[src/rtl/dac_play_buf.sv]
// Playout buffer between beam_mux and one DAC: absorbs sample bursts,
// primes to a fill threshold, then plays at a fixed strobe rate.
module dac_play_buf #(
    parameter int DATA_W    = 32,
    parameter int DEPTH     = 16,
    parameter int START_LVL = 4,
    parameter int RATE_DIV  = 4
) (
    input  logic                     clk,
    input  logic                     rst,
    input  logic                     en,
    input  logic                     clr_flags,
    input  logic [DATA_W-1:0]        in_t_data,
    input  logic                     in_t_valid,
    output logic [DATA_W-1:0]        dac_data,
    output logic                     dac_stb,
    output logic [$clog2(DEPTH):0]   level,
    output logic                     playing,
    output logic                     overflow,
    output logic                     underrun
);

    localparam int AW = $clog2(DEPTH);
    localparam int LW = AW + 1;
    localparam int CW = (RATE_DIV > 1) ? $clog2(RATE_DIV) : 1;

    localparam logic [LW-1:0] FULL_LVL  = LW'(DEPTH);
    localparam logic [LW-1:0] PRIME_LVL = LW'(START_LVL);
    localparam logic [CW-1:0] CNT_MAX   = CW'(RATE_DIV - 1);

    typedef enum logic [1:0] {
        S_IDLE,
        S_PRIME,
        S_PLAY
    } state_e;

    state_e              state_q, state_d;
    logic [AW-1:0]       wr_ptr_q, wr_ptr_d;
    logic [AW-1:0]       rd_ptr_q, rd_ptr_d;
    logic [LW-1:0]       level_q, level_d;
    logic [CW-1:0]       cnt_q, cnt_d;
    logic [DATA_W-1:0]   data_q, data_d;
    logic                stb_q, stb_d;
    logic                play_q, play_d;
    logic                ovf_q, ovf_d;
    logic                udr_q, udr_d;

    logic [DATA_W-1:0]   mem_q [DEPTH];

    logic full;
    logic empty;
    logic wr_en;
    logic drop;
    logic tick;
    logic rd_en;
    logic starve;

    // Full/empty come from the registered level, so a same-cycle
    // read never rescues a write and a same-cycle write never
    // rescues a starved tick.
    always_comb begin
        full   = (level_q == FULL_LVL);
        empty  = (level_q == '0);
        wr_en  = in_t_valid && !full;
        drop   = in_t_valid && full;
        tick   = (state_q == S_PLAY) && en && (cnt_q == CNT_MAX);
        rd_en  = tick && !empty;
        starve = tick && empty;
    end

    always_comb begin
        wr_ptr_d = wr_ptr_q + AW'(wr_en);
        rd_ptr_d = rd_ptr_q + AW'(rd_en);
        level_d  = level_q + LW'(wr_en) - LW'(rd_en);

        state_d = state_q;
        cnt_d   = cnt_q;
        if (!en) begin
            state_d = S_IDLE;
            cnt_d   = '0;
        end else begin
            unique case (state_q)
                S_IDLE: begin
                    state_d = S_PRIME;
                end
                S_PRIME: begin
                    if (level_q >= PRIME_LVL) begin
                        state_d = S_PLAY;
                        cnt_d   = '0;
                    end
                end
                S_PLAY: begin
                    cnt_d = (cnt_q == CNT_MAX) ? '0 : cnt_q + CW'(1);
                    if (starve) begin
                        state_d = S_PRIME;
                    end
                end
                default: begin
                    state_d = S_IDLE;
                    cnt_d   = '0;
                end
            endcase
        end

        if (rd_en) begin
            data_d = mem_q[rd_ptr_q];
        end else if (starve) begin
            data_d = '0;
        end else begin
            data_d = data_q;
        end

        stb_d  = tick;
        play_d = (state_d == S_PLAY);
        ovf_d  = drop | (ovf_q & ~clr_flags);
        udr_d  = starve | (udr_q & ~clr_flags);
    end

    always_ff @(posedge clk) begin
        if (!rst) begin
            state_q  <= S_IDLE;
            wr_ptr_q <= '0;
            rd_ptr_q <= '0;
            level_q  <= '0;
            cnt_q    <= '0;
            data_q   <= '0;
            stb_q    <= 1'b0;
            play_q   <= 1'b0;
            ovf_q    <= 1'b0;
            udr_q    <= 1'b0;
        end else begin
            state_q  <= state_d;
            wr_ptr_q <= wr_ptr_d;
            rd_ptr_q <= rd_ptr_d;
            level_q  <= level_d;
            cnt_q    <= cnt_d;
            data_q   <= data_d;
            stb_q    <= stb_d;
            play_q   <= play_d;
            ovf_q    <= ovf_d;
            udr_q    <= udr_d;
        end
    end

    // Storage needs no reset; the pointers define what is valid.
    always_ff @(posedge clk) begin
        if (wr_en) begin
            mem_q[wr_ptr_q] <= in_t_data;
        end
    end

    assign dac_data = data_q;
    assign dac_stb  = stb_q;
    assign level    = level_q;
    assign playing  = play_q;
    assign overflow = ovf_q;
    assign underrun = udr_q;

endmodule

[config.mk]
export PLATFORM = sky130hd
export DESIGN_NAME = dac_play_buf
export DESIGN_NICKNAME = d
export VERILOG_FILES = /design/src/rtl/dac_play_buf.sv
export SDC_FILE = /design/constraint.sdc
export NUM_CORES = 1
export LEC_CHECK = 0
export CAP_MARGIN = 5
export CORE_UTILIZATION = 60
export CTS_BUF_LIST = sky130_fd_sc_hd__clkbuf_16
export DETAILED_ROUTE_END_ITERATION = 10
export PLACE_DENSITY_LB_ADDON = 0.2
export SLEW_MARGIN = 20
export SYNTH_ARGS = -nofsm -noshare
export SYNTH_HDL_FRONTEND = slang
export SYNTH_SLANG_ARGS = --single-unit
[constraint.sdc]
create_clock -name clk -period 8.2 [get_ports clk]
set_input_delay 0.82 -clock clk [delete_from_list [all_inputs] [get_ports clk]]
set_output_delay 0.82 -clock clk [all_outputs]
set_load 0.03 [all_outputs]
-- Word level (Yosys, flattened, before mapping)
Memories as Yosys holds them, arrays and structs flattened. A register that Yosys moved wholly into a read port is not among the register bits.
Index checks and enable logic that the tools add are counted.
- memories: 1
- output and inout bits: 41
- register bits: 53
- RAM bits: 512
- logic and storage cells: 54
- memory list (name ; depth ; width ; rd ports ; clocked after Yosys merged registers in ; wr ports ; line ; text):
    mem_q ; 16 ; 32 ; 1 ; 1 ; 1 ; 48 ; logic [DATA_W-1:0] mem_q [DEPTH];
- bitwise gates (word level): 6
- magnitude comparators: 1
- eq/ne operators: 6
- muxes and demuxes: 12
- reductions and logical operators: 13
- $add $sub $neg: 5
- operator list (kind ; count):
    $mux W32 ; 2
    $pmux W2 S3 ; 2
    $mux W2 ; 5
    $add A4 B1 Y4 ; 2
    $eq A2 B2 Y1 const B ; 3
    $logic_and A1 B1 Y1 ; 6
    $add A5 B1 Y5 ; 1
    $eq A5 B5 Y1 const B ; 1
    $ge A5 B3 Y1 const B ; 1
    $logic_not A5 Y1 ; 1
    $sub A5 B1 Y5 ; 1
    $mux W4 ; 1
    $reduce_and A2 Y1 ; 2
    $add A2 B1 Y2 const B ; 1
    $and A1 B1 Y1 ; 2
    $eq A2 B1 Y1 const B ; 1
    $logic_not A1 Y1 ; 2
    $logic_not A2 Y1 ; 1
    $mux W1 ; 2
    $ne A2 B2 Y1 const B ; 1
    $not A1 Y1 ; 2
    $or A1 B1 Y1 ; 2
    $reduce_bool A2 Y1 ; 1

-- Logic depth before layout (Yosys ltp)
- depth after elaboration: 8
- mapped depth: 13
- gate-level depth less buffers: 13

-- Worst setup path after synthesis
No wires, ideal clock.
- path type: register to register
- from: reg level_q[2], in the netlist level[2]
- to: mem mem_q[0][0], enable pin
- cell stages (with the launch flop): 7
- path buffers: 0
- arrival time: 3.752 ns
- library setup time: 0.461 ns
- data required time: 7.739 ns
- path slack: 3.987 ns
- cell sequence: dfxtp_1 inv_1 ha_1 nor4bb_1 nand2b_1 or3_1 nor3_1
- longest elaborated chain between the ends: 5
- RTL lines (what ; line ; text):
    start: declaration ; 40 ; logic [LW-1:0] level_q, level_d;
    start signal: assignment ; 135 ; level_q <= level_d;
    $eq A5 B5 Y1 ; 62 ; full = (level_q == FULL_LVL);
    $logic_not A1 Y1 ; 64 ; wr_en = in_t_valid && !full;
    $logic_and A1 B1 Y1 ; 64 ;
    $mux W1 ; 147 ; if (wr_en) begin
    $mux W1 (implied by the code) ; 148 ; mem_q[wr_ptr_q] <= in_t_data;
    end: declaration ; 48 ;
No other way between the ends.

==> impl_metrics.csv <==
group,metric,value,unit
flow_run,cap_violations,0,
sta,fmax,0.312,GHz
sta,worst_pin_slew,1.07,ns
synthesis,async_reset_ff_share,0,%
clock_tree,cts_resized,0,
clock_tree,clk_latency,0.60,ns
power_and_ir_drop,power_leakage,7.70,nW
floorplan,dieHeight,192,um
floorplan,rows,69,
synthesis,synth.avg_cell_area,22.2,um2
clock_tree,cts_buffers,55,
synthesis,yosysTopAreaCell,"edfxtp_1",
synthesis,synth_commonest_cells,"edfxtp_1, mux4_2, dfxtp_1",
drt,dr.first_iter.drc_count,817,
global_routing,grtUsageTotal,23.7,%
global_routing,grt_max_degree,69,
floorplan,die_area,36800,um2
power_and_ir_drop,peakVddDrop,0.265,mV
floorplan,initial_core_util,60.8,%
floorplan,pin_count,78,
final_layout,diodes,0,
setup_path,r2r-end,"dac_data[20]$_SDFFE_PN0P_",
global_routing,met1_usage,33.9,%
synthesis,ys_seq_area_share,75.9,%
synthesis,yosys_most_used_dff,"edfxtp_1",
setup_path,cp-end-kind,"flop",
global_routing,grt_pass1_vias,10300,
global_routing,busiest_layer,"met2",
synthesis,synth_area_leaders,"edfxtp_1, mux4_2, dfxtp_1, mux2_4, a22oi_2",
final_layout,syn_to_final_growth,14.8,%
synthesis,synth_nets,1027,
clock_tree,clk_pin_slew,0.06,ns
placement,dpl.hpwl,23600,um
drt,routed_wl,41500,um
setup_path,timing.rr.start,"rd_ptr_q[2]$_SDFF_PN0_",
run_status,run_status,"completed",
floorplan,coreArea,35600,um2
clock_tree,post-cts-setup-buffers,0,
setup_path,cp_max_fo,38,
drt,wire_per_inst,26.0,um
clock_tree,clock-sinks,565,
setup_path,critPathKind,"flop to flop",
setup_path,rrSetupSlack,4.99,ns
synthesis,ys_warn_count,0,
setup_path,r2r_cells,6,
sta,finalSetupTns,0,ns
synthesis,synth_edf_count,512,
clock_tree,cts_root_buffer,"clkbuf_16",
clock_tree,cts_tree,"built",
sta,fin_crit,3.21,ns
placement,dp.cells,1492,
global_routing,grt_antenna_before_repair,0,
clock_tree,cts_hold_buf,0,
placement,gp_congestion,0.763,
synthesis,synthesis.area,21600,um2
clock_tree,h-tree-depth,2,
sta,period_share,39.1,%
final_layout,num-fill-cells,2169,
synthesis,yosysMostFrequentCell,"edfxtp_1",
sta,slew_headroom,28.7,%
min_path,hold_depth,2,
min_path,hp-start,"underrun$_SDFF_PN0_",
drt,vias_per_cell,6.15,
global_routing,use_met3,3.60,%
synthesis,synthCells,977,
sta,rsz0062_at_grt,"no",
global_routing,grt_pass1_wl,62600,um
floorplan,die_x,192,um
global_routing,gr-total-overflow,0,
final_layout,final_net_count,1140,
setup_path,cp.required,8.65,ns
min_path,worstHoldEndpoint,"underrun$_SDFF_PN0_",
setup_path,start_kind,"flop",
sta,clock-skew-final,0.0173,ns
drt,drc,0,
drt,drtPass1Iterations,5,
final_layout,drive_above_1_share,27.4,%
final_layout,stdcell_count,1598,
sta,finalHoldViolCount,0,
power_and_ir_drop,powerDensity,239,nW/um2
drt,final_antenna_net_count,0,
sta,setup_violations,0,
synthesis,synth-seq-cells,565,
sta,maxSlewViolCount,0,
drt,vias,9833,
placement,port-buffer-count,77,
setup_path,arrival,3.65,ns
min_path,hold_class,"flop to flop",
synthesis,synth_top_cell_area_share,71.0,%
clock_tree,cts_max_path_buffers,3,
global_routing,use_met2,38.4,%
synthesis,ys_types,43,
==> metrics by stage <==
step	setup WS (ns)	cell area (um2)	power [W]	util (%)	hold WS (ns)
after global routing	4.72	24900	0.00612	69.9	0.520
after CTS	4.88	24800	0.00598	69.7	0.492
after global placement	4.78	23000	0.00363	64.6	0.472
final	4.99	24900	0.00594	69.9	0.492
after detailed placement	4.72	23100	0.00364	64.9	0.482
after floorplan	3.99	21600	0.00349	-	0.484
==> cell families (layout without fill, tap and decap cells) <==
group	after synthesis	count (layout)	synth area share, %
DFF	565	565	75.9
muxes	192	192	17.0
AOI/OAI and AO/OA	77	77	2.86
and+or+nand+nor	63	63	1.49
buffers and inverters	61	221	1.63
adders and majority gates	13	13	0.786
xor gates and xnor gates	6	6	0.243
==> where the power goes <==
group	switching [W]	total (W)	internal, W
Sequential	0.0000259	0.00325	0.00322
Combinational	0.000194	0.000328	0.000134
Clock	0.00104	0.00237	0.00133
==> per-layer routing <==
metal  share of wire [%]  vias up
li1                    -     4301
met1                  43     5181
met2                  49      287
met3                 5.0       64
met4                 2.2        0
met5                   0        -
==> how the worst max path moves through the flow <==
| stage | to | from | slack, ns | depth (start not counted) |
|---|---|---|---|---|
| after floorplan | mem_q[0][0]$_DFFE_PP_ | level[2]$_SDFF_PN0_ | 3.99 | 6 |
| after global placement | dac_data[4]$_SDFFE_PN0P_ | rst | 4.78 | 5 |
| after detailed placement | dac_data[4]$_SDFFE_PN0P_ | rst | 4.72 | 5 |
| after CTS | dac_data[20]$_SDFFE_PN0P_ | rd_ptr_q[2]$_SDFF_PN0_ | 4.88 | 6 |
| after global routing | dac_data[20]$_SDFFE_PN0P_ | rd_ptr_q[2]$_SDFF_PN0_ | 4.72 | 6 |
| final | dac_data[20]$_SDFFE_PN0P_ | rd_ptr_q[2]$_SDFF_PN0_ | 4.99 | 6 |
==> cell usage in the layout, fill, tap and decap left out, types with 27 or more instances in the layout <==
cell,n
a22oi_2,28
clkbuf_16,56
clkdlybuf4s50_1,77
dfxtp_1,50
edfxtp_1,512
inv_1,27
mux2_4,28
mux2i_1,32
mux4_2,123
o21ai_1,32
==> critical path, cell delays in order, from the launching register on <==
cell	delay [ns]
dfxtp_4	0.86
buf_4	0.55
buf_4	0.56
mux4_2	0.58
mux2_4	0.28
a22oi_2	0.12
o21ai_1	0.08
==> flip-flops by register name (all words and copies together), names as in the netlist <==
name	flops
level	5
overflow	1
rd_ptr_q	4
dac_stb	1
mem_q	512
wr_ptr_q	4
dac_data	32
cnt_q	2
underrun	1
playing	1
state_q	2
==> final cells by class <==
class	count	area, um2	share of cell area (%)
sequential	565	16400	66.2
multi-input combinational	351	4970	20.0
clock buffer	56	1400	5.64
timing repair buffer	105	1100	4.43
tap	461	577	2.32
clock inverter	48	314	1.26
inverter	12	45.0	0.181
(Power assumes the default switching activity.)
